**config.mk**
```make
export PLATFORM = sky130hd
export DESIGN_NAME = counter_run_sched
export DESIGN_NICKNAME = d
export VERILOG_FILES = /design/src/rtl/counter_pkg.sv /design/src/rtl/rr_arb2.sv /design/src/rtl/counter_run_sched.sv
export SDC_FILE = /design/constraint.sdc
export NUM_CORES = 1
export LEC_CHECK = 0
export CAP_MARGIN = 0
export CELL_PAD_IN_SITES_DETAIL_PLACEMENT = 0
export CELL_PAD_IN_SITES_GLOBAL_PLACEMENT = 1
export CORE_MARGIN = 8
export CORE_UTILIZATION = 37
export CTS_BUF_LIST = sky130_fd_sc_hd__clkbuf_8
export DETAILED_ROUTE_END_ITERATION = 16
export PLACE_DENSITY_LB_ADDON = 0.1
export SLEW_MARGIN = 5
export SYNTH_ARGS = -nofsm -noshare
export SYNTH_HDL_FRONTEND = slang
export SYNTH_SLANG_ARGS = --single-unit
```
**constraint.sdc**
```tcl
create_clock -name i_clk -period 3.7 [get_ports i_clk]
set_clock_uncertainty 0.2 [all_clocks]
set_input_delay 0.74 -clock i_clk [delete_from_list [all_inputs] [get_ports i_clk]]
set_output_delay 0.74 -clock i_clk [all_outputs]
set_load 0.1 [all_outputs]
```
**src/rtl/counter_pkg.sv**
```systemverilog
// ---------------------------------------------------------------------------
// counter_pkg
// Shared definitions for the run scheduler that owns the 10-bit up/down
// counter: FSM state encoding, direction constants, default widths and a
// small helper that turns a 2-way one-hot grant into a requester index.
// ---------------------------------------------------------------------------
package counter_pkg;

  localparam int CNT_W_DEF  = 10;
  localparam int STEP_W_DEF = 10;

  localparam logic DIR_UP   = 1'b0;
  localparam logic DIR_DOWN = 1'b1;

  typedef enum logic [1:0] {
    ST_IDLE  = 2'd0,
    ST_CLEAR = 2'd1,
    ST_RUN   = 2'd2,
    ST_DONE  = 2'd3
  } run_state_e;

  // A 2-way grant is one-hot or zero, so bit 1 alone names the winner.
  function automatic logic grant_to_id(input logic [1:0] grant);
    return grant[1];
  endfunction

endpackage

```
**src/rtl/rr_arb2.sv**
```systemverilog
// ---------------------------------------------------------------------------
// rr_arb2
// Two-way round-robin arbiter. A lone requester always wins; when both
// request, the one that was not granted last wins. The "last granted"
// pointer only moves when the caller reports an accepted grant.
//
// Ports
//   i_clk      clock, all logic on posedge
//   i_rst_n    asynchronous active-low reset; pointer then favours req0
//   i_req      per-requester request
//   i_advance  grant was taken this cycle; update the pointer
//   o_grant    one-hot or zero grant, combinational from i_req
// ---------------------------------------------------------------------------
module rr_arb2
  import counter_pkg::*;
(
  input  logic       i_clk,
  input  logic       i_rst_n,
  input  logic [1:0] i_req,
  input  logic       i_advance,
  output logic [1:0] o_grant
);

  // 1 means requester 1 was granted last, so requester 0 wins a tie.
  logic r_last_id;

  // Grant selection: a tie goes to whichever requester did not win last.
  always_comb begin
    o_grant = 2'b00;
    case (i_req)
      2'b01:   o_grant = 2'b01;
      2'b10:   o_grant = 2'b10;
      2'b11:   o_grant = r_last_id ? 2'b01 : 2'b10;
      default: o_grant = 2'b00;
    endcase
  end

  // Pointer update. Reset value 1 makes req0 the first tie winner.
  always_ff @(posedge i_clk or negedge i_rst_n) begin
    if (!i_rst_n) begin
      r_last_id <= 1'b1;
    end else if (i_advance && (o_grant != 2'b00)) begin
      r_last_id <= grant_to_id(o_grant);
    end
  end

endmodule

```
**src/rtl/counter_run_sched.sv**
```systemverilog
// ---------------------------------------------------------------------------
// counter_run_sched
// Schedules the shared up/down counter between two requesters. Each
// accepted request is a "run": an optional one-cycle clear followed by N
// enable cycles in one direction. When the run ends (normally or by abort)
// a one-cycle done pulse reports the owner and the final counter value.
//
// Ports
//   i_clk          clock, all logic on posedge
//   i_rst_n        asynchronous active-low reset
//   i_req_valid    per-requester request valid
//   o_req_ready    per-requester accept, one-hot or zero, only in IDLE
//   i_req_dir      per-requester direction (0 = up, 1 = down)
//   i_req_clr      per-requester: clear counter before the run
//   i_req_steps    per-requester step count, [STEP_W-1:0] is requester 0
//   i_abort        end the current run early (CLEAR/RUN only)
//   o_cnt_clr      synchronous clear to the counter
//   o_cnt_en       count enable to the counter
//   o_cnt_mode     direction to the counter, latched dir while busy
//   i_cnt_value    counter output
//   o_done_valid   one-cycle completion pulse
//   o_done_id      requester that owned the finished run
//   o_done_abort   run ended by abort
//   o_done_value   counter value at completion
//   o_busy         high in any state other than IDLE
// ---------------------------------------------------------------------------
module counter_run_sched
  import counter_pkg::*;
#(
  parameter int CNT_W  = CNT_W_DEF,
  parameter int STEP_W = STEP_W_DEF
) (
  input  logic                i_clk,
  input  logic                i_rst_n,
  input  logic [1:0]          i_req_valid,
  output logic [1:0]          o_req_ready,
  input  logic [1:0]          i_req_dir,
  input  logic [1:0]          i_req_clr,
  input  logic [2*STEP_W-1:0] i_req_steps,
  input  logic                i_abort,
  output logic                o_cnt_clr,
  output logic                o_cnt_en,
  output logic                o_cnt_mode,
  input  logic [CNT_W-1:0]    i_cnt_value,
  output logic                o_done_valid,
  output logic                o_done_id,
  output logic                o_done_abort,
  output logic [CNT_W-1:0]    o_done_value,
  output logic                o_busy
);

  run_state_e r_state;
  run_state_e w_next_state;

  // Latched request fields for the run in progress.
  logic              r_dir;
  logic              r_id;
  logic              r_abort;
  logic [STEP_W-1:0] r_remaining;

  // Completion report, held between done pulses.
  logic              r_done_id;
  logic              r_done_abort;
  logic [CNT_W-1:0]  r_done_value;

  logic [1:0]        w_arb_req;
  logic [1:0]        w_grant;
  logic              w_transfer;
  logic              w_win_id;
  logic              w_win_dir;
  logic              w_win_clr;
  logic [STEP_W-1:0] w_win_steps;
  logic              w_abort_take;
  logic              w_step_take;

  // Requests are only offered to the arbiter in IDLE, so a grant (and hence
  // req_ready) can never appear while a run is in flight.
  assign w_arb_req = (r_state == ST_IDLE) ? i_req_valid : 2'b00;

  rr_arb2 u_arb (
    .i_clk     (i_clk),
    .i_rst_n   (i_rst_n),
    .i_req     (w_arb_req),
    .i_advance (w_transfer),
    .o_grant   (w_grant)
  );

  assign o_req_ready = w_grant;
  assign w_transfer  = |(w_grant & i_req_valid);
  assign w_win_id    = grant_to_id(w_grant);
  assign w_win_dir   = i_req_dir[w_win_id];
  assign w_win_clr   = i_req_clr[w_win_id];
  assign w_win_steps = w_win_id ? i_req_steps[2*STEP_W-1:STEP_W]
                                : i_req_steps[STEP_W-1:0];

  // State register.
  always_ff @(posedge i_clk or negedge i_rst_n) begin
    if (!i_rst_n) begin
      r_state <= ST_IDLE;
    end else begin
      r_state <= w_next_state;
    end
  end

  // Next-state and counter controls. Abort wins over clr/en in the same
  // cycle so the counter sees no further update once abort is raised.
  always_comb begin
    w_next_state = r_state;
    o_cnt_clr    = 1'b0;
    o_cnt_en     = 1'b0;
    w_abort_take = 1'b0;
    w_step_take  = 1'b0;
    case (r_state)
      ST_IDLE: begin
        if (w_transfer) begin
          if (w_win_clr) begin
            w_next_state = ST_CLEAR;
          end else if (w_win_steps == '0) begin
            w_next_state = ST_DONE;
          end else begin
            w_next_state = ST_RUN;
          end
        end
      end
      ST_CLEAR: begin
        if (i_abort) begin
          w_abort_take = 1'b1;
          w_next_state = ST_DONE;
        end else begin
          o_cnt_clr    = 1'b1;
          w_next_state = (r_remaining == '0) ? ST_DONE : ST_RUN;
        end
      end
      ST_RUN: begin
        // r_remaining is never zero here: zero-step runs bypass RUN.
        if (i_abort) begin
          w_abort_take = 1'b1;
          w_next_state = ST_DONE;
        end else begin
          o_cnt_en    = 1'b1;
          w_step_take = 1'b1;
          if (r_remaining == STEP_W'(1)) begin
            w_next_state = ST_DONE;
          end
        end
      end
      ST_DONE: begin
        w_next_state = ST_IDLE;
      end
      default: begin
        w_next_state = ST_IDLE;
      end
    endcase
  end

  // Status and completion outputs. During DONE the report is taken live so
  // done_value shows the counter after its last update; afterwards the held
  // copy keeps the report stable until the next run completes.
  always_comb begin
    o_busy       = (r_state != ST_IDLE);
    o_cnt_mode   = o_busy ? r_dir : DIR_UP;
    o_done_valid = (r_state == ST_DONE);
    o_done_id    = r_done_id;
    o_done_abort = r_done_abort;
    o_done_value = r_done_value;
    if (r_state == ST_DONE) begin
      o_done_id    = r_id;
      o_done_abort = r_abort;
      o_done_value = i_cnt_value;
    end
  end

  // Run bookkeeping: latch the winner's request on transfer, count down the
  // remaining enables, remember an abort, and snapshot the report in DONE.
  always_ff @(posedge i_clk or negedge i_rst_n) begin
    if (!i_rst_n) begin
      r_dir        <= DIR_UP;
      r_id         <= 1'b0;
      r_abort      <= 1'b0;
      r_remaining  <= '0;
      r_done_id    <= 1'b0;
      r_done_abort <= 1'b0;
      r_done_value <= '0;
    end else begin
      if (w_transfer) begin
        r_dir       <= w_win_dir;
        r_id        <= w_win_id;
        r_remaining <= w_win_steps;
        r_abort     <= 1'b0;
      end
      if (w_step_take) begin
        r_remaining <= r_remaining - STEP_W'(1);
      end
      if (w_abort_take) begin
        r_abort <= 1'b1;
      end
      if (r_state == ST_DONE) begin
        r_done_id    <= r_id;
        r_done_abort <= r_abort;
        r_done_value <= i_cnt_value;
      end
    end
  end

endmodule

```
# ---- Word-level counts from Yosys, hierarchy flattened
# Cells that the tools add are included.
dict set report classes {
  add_sub_neg 1
  order_cmp 1
  n_eq_ne 9
  bitwise 1
  muxes 29
  reduce_logical 11
}
# op n
set ops {}
lappend ops {{10-bit two-way mux} 4}
lappend ops {{10-bit zero test} 2}
lappend ops {{1-bit two-way mux} 17}
lappend ops {{2-bit two-way mux} 6}
lappend ops {{10-bit by 1-bit equality test with 1-bit output, second input constant} 1}
lappend ops {{10-bit by 1-bit subtractor with 10-bit output, second input constant} 1}
lappend ops {{2-bit equality test, second input constant} 4}
lappend ops {{2-bit one-hot mux with 4 select lines} 1}
lappend ops {{2-bit nonzero test} 4}
lappend ops {{2-bit one-hot mux with 3 select lines} 1}
lappend ops {{2-bit by 1-bit equality test with 1-bit output, second input constant} 2}
lappend ops {{2-bit OR reduction} 2}
lappend ops {{3-bit inequality test, second input constant} 1}
lappend ops {{2-bit AND} 1}
lappend ops {{2-bit zero test} 1}
lappend ops {{1-bit by 2-bit less-than comparator with 1-bit output, second input constant} 1}
lappend ops {{2-bit by 1-bit inequality test with 1-bit output, second input constant} 1}
lappend ops {{2-bit AND reduction} 1}
lappend ops {{1-bit logical AND} 1}
dict set report word_totals {
  in_bits 39
  out_inout_bits 19
  elab_cells 61
  reg_bits 28
}

# ---- Longest topological paths before layout
dict set report logic_depth {
  word_depth 10
  mapped_depth 9
  ltp_nobuf 8
}

# ---- Hierarchy
# Synthesis repeated with hierarchy kept, for this count alone.
dict set report unflattened {
  hier_cells 159
  hier_area_um2 1601.5
}
# module seq_area_each_um2 n_inst area_each_um2 cells_per_inst
set by_module_without_submodules {}
lappend by_module_without_submodules {counter_run_sched 675.6 1 1545.2 153}
lappend by_module_without_submodules {rr_arb2 26.3 1 56.3 6}

# ---- Worst setup path after synthesis
# OpenSTA, ideal clock, no wires.
dict set report synth_path {
  kind {flip-flop to output port}
  startpoint {reg r_state[0]}
  endpoint {out o_req_ready[0]}
  n_path_buf 0
  t_arrival_ps 2292
  required_time_ps 2760
  setup_slack_ps 468
  path_stages_with_launch 5
  cell_sequence {dfrtp_1 inv_1 ha_1 nand2_1 a21oi_1}
}
dict set report synth_between {
  elab_chain_cells 4
  word_cells_on_any_way 6
  classes_between {eq/ne: 3; mux: 2; reduce/logical: 1}
}
# element line_no
set synth_rtl {}
lappend synth_rtl {{start: declaration} counter_run_sched.sv:52} ;# run_state_e r_state;
lappend synth_rtl {{start signal: assignment} counter_run_sched.sv:101} ;# r_state <= w_next_state;
lappend synth_rtl {{2-bit zero test *} counter_run_sched.sv:78} ;# assign w_arb_req = (r_state == ST_IDLE) ? i_req_valid : 2'b00;
lappend synth_rtl {{2-bit two-way mux *} counter_run_sched.sv:78}
lappend synth_rtl {{2-bit equality test / 2-bit by 1-bit equality test with 1-bit output (equally long branches)} rr_arb2.sv:30} ;# case (i_req)
lappend synth_rtl {{2-bit one-hot mux with 3 select lines *} rr_arb2.sv:30}
lappend synth_rtl {{end: declaration} counter_run_sched.sv:36} ;# output logic [1:0] o_req_ready,
# Every way passes the cells marked *; elsewhere a longest branch is shown, timed or not.

# ---- Final worst setup path
dict set report layout_path {
  startpoint {in i_abort}
  endpoint {out o_cnt_en}
}
dict set report layout_between {
  elab_chain_cells 2
}
# element line_no
set layout_rtl {}
lappend layout_rtl {{start: declaration} counter_run_sched.sv:40} ;# input logic i_abort,
lappend layout_rtl {{1-bit two-way mux} counter_run_sched.sv:136} ;# if (i_abort) begin
lappend layout_rtl {{1-bit two-way mux} counter_run_sched.sv:113} ;# case (r_state)
lappend layout_rtl {{end: declaration} counter_run_sched.sv:42} ;# output logic o_cnt_en,
# Every way passes these cells.

==> results.ini <==
[sta]
rsz0062_at_grt=no
fin_setup_tns_ps=0
drv_slew=0
fin_crit_ps=3050
max-slew-margin-rel=0.634
setup_violations=0
timing.fmax_mhz=328
hold_viol=0
fin_crit_sh=0.824
worstMarginPinSlew_ps=549

[drt]
dr.pass1.iters=4
drt_iter0_markers=32
route.met3.wl_um=317
wl_met1_mm=1.86
routed-wl-met2_mm=2.06
vias_per_cell=5.32
wl_per_cell_um=16.9
vias=1347
drcViolationCount=0
ant_nets=0
topRoutingLayerUsed=met4
routed_wl_mm=4.27

[die]
start_util=0.386
core-area_mm2=0.00403
die-width_um=80.8
num_rows=23
fp.dieH_um=80.8
pin_count=58
fp.dieArea_mm2=0.00653

[clocking]
post-cts-setup-buffers=0
cts_max_path_buffers=2
cts.sinks=28
ctsHoldBuffers=0
cts_buffers=3
cts_max_level=1
root_buffer=clkbuf_8
clock_latency_ps=280
tritoncts=done
ctsResizeCount=0
clk_pin_slew_ps=100

[grt]
grt_pass1_vias=1359
grt_pass1_wl_mm=6.82
grt_max_degree=29
grt_use_total=0.129
overflow=0
antenna_found_initial=0

[synthesis]
ys_ff_latch=28
avgSynthCellArea_um2=10.8
syn_area_mm2=0.00156
yosysWarnings=0
ys_types=36
syn-num-nets=190
ys_seq_area_frac=0.451
netlist_instances=144

[finish]
drive_above_1_share=0.217
area_growth_pct=43.0
nFillCells=365
n_antenna_cell=0
layout.nets=250

[worst_setup_path]
path_class=input pin to primary output
cp.arrival_ps=2110
startpoint_type=input pin
worstSetupEndpointType=primary output
worstPathMaxFanout=12
timing.critical_path.required_ps=2760

[outcome]
outcome=finished clean

[placement]
globalplace.congestion=0.793
port_buffers=57
hpwl_mm=3.41

[worst_hold_path]
hold_class=flop to flop

[flow_run]
maxCapViolations=0

layer usage:
| layer | track usage | vias up |
|---|---|---|
| met5 | 0 | - |
| met4 | 0.0375 | 0 |
| met3 | 0.0298 | 4 |
| met2 | 0.213 | 45 |
| met1 | 0.164 | 636 |
| li1 | - | 662 |
layout make-up:
type	instances	area [um^2]	area share
Multi-Input combinational cell	102	800	0.360
Sequential cell	28	702	0.316
Timing Repair Buffer	60	571	0.257
Tap cell	50	62.6	0.0281
Clock buffer	4	55.1	0.0248
Inverter	9	33.8	0.0152
stage by stage:
stage / hold slack (ps) / cell area, um^2 / cells / utilization / worst slack [ps]
4_1_cts: 301 / 2220 / 253 / 0.552 / 682
2_1_floorplan: 242 / 1560 / 144 / - / 468
5_1_grt: 321 / 2220 / 253 / 0.552 / 563
3_5_place_dp: 277 / 2170 / 249 / 0.538 / 688
6_report: 293 / 2220 / 253 / 0.552 / 651
3_3_place_gp: 257 / 2170 / 249 / 0.538 / 713
sequential cells by signal, indices dropped and copies added (netlist names):
name,count
r_done_abort,1
r_state,2
r_id,1
u_arb.r_last_id,1
r_done_id,1
r_done_value,10
r_dir,1
r_abort,1
r_remaining,10
cell usage in the layout, fill, tap and decap left out, drive strengths merged, types with 3 or more instances in the layout:
master / netlist / routed
o21ai: 6 / 6
a31oi: 4 / 4
clkdlybuf4s50: 0 / 38
nand2: 9 / 9
nand3: 3 / 3
o311ai: 3 / 3
a21oi: 3 / 3
inv: 9 / 9
buf: 2 / 22
nor2: 5 / 5
dfrtp: 27 / 27
mux2: 15 / 15
ha: 7 / 7
nor4: 5 / 5
mux2i: 11 / 11
clkbuf: 3 / 4
o211ai: 4 / 4
cells in the mapped netlist (all sizes together):
library cell  count  area [um^2]
inv               9         33.8
a22o              2         17.5
o22ai             2         12.5
dfrtp            27          676
o22a              1         10.0
a21o              2         15.0
o21a              2         15.0
o211a             1         10.0
nand4             2         12.5
buf               2         8.75
nand2b            2         12.5
a31oi             4         25.0
nand3b            1         7.51
nor4              5         31.3
nand2             9         33.8
dfstp             1         26.3
nand3             3         15.0
mux2i            11          110
o21ai             6         30.0
o221ai            1         8.76
a41o              1         10.0
a211o             1         8.76
nor3b             1         7.51
o311ai            3         26.3
ha                7         87.6
or3               2         17.5
clkbuf            3         11.3
o31ai             2         15.0
a21oi             3         15.0
o211ai            4         30.0
mux2             15          169
nor2              5         18.8
or4               2         15.0
nor2b             2         12.5
cells by family after synthesis:
| logic type | count (synthesis) | share of synthesized area |
|---|---|---|
| AO/OA/AOI/OAI | 35 | 0.160 |
| AND/OR/NAND/NOR | 34 | 0.118 |
| multiplexers | 26 | 0.179 |
| adder cells (fa/ha/maj) | 7 | 0.0563 |
| flip-flops | 28 | 0.451 |
| buffers and inverters | 14 | 0.0346 |
critical path, stage by stage:
cell and delay, ps:
clkdlybuf4s50_1 510, nand2b_1 380, inv_1 240, buf_12 220
path summary, 6_finish.rpt:
check                                 from  cells after the start  slack, ps              end
worst min-delay path                 r_dir                      2        290            r_dir
worst min register to register       r_dir                      2        290            r_dir
max in group asynchronous          i_rst_n                      2       2360  u_arb.r_last_id
worst max register to register  r_state[0]                      6       1440   r_remaining[9]
min in group asynchronous          i_rst_n                      2        640  r_done_value[8]
worst max-delay path               i_abort                      4        650         o_cnt_en
Power is left out: the tool's default activity adds up to more than one toggle a clock period on the data nets, which glitch-free logic cannot reach.
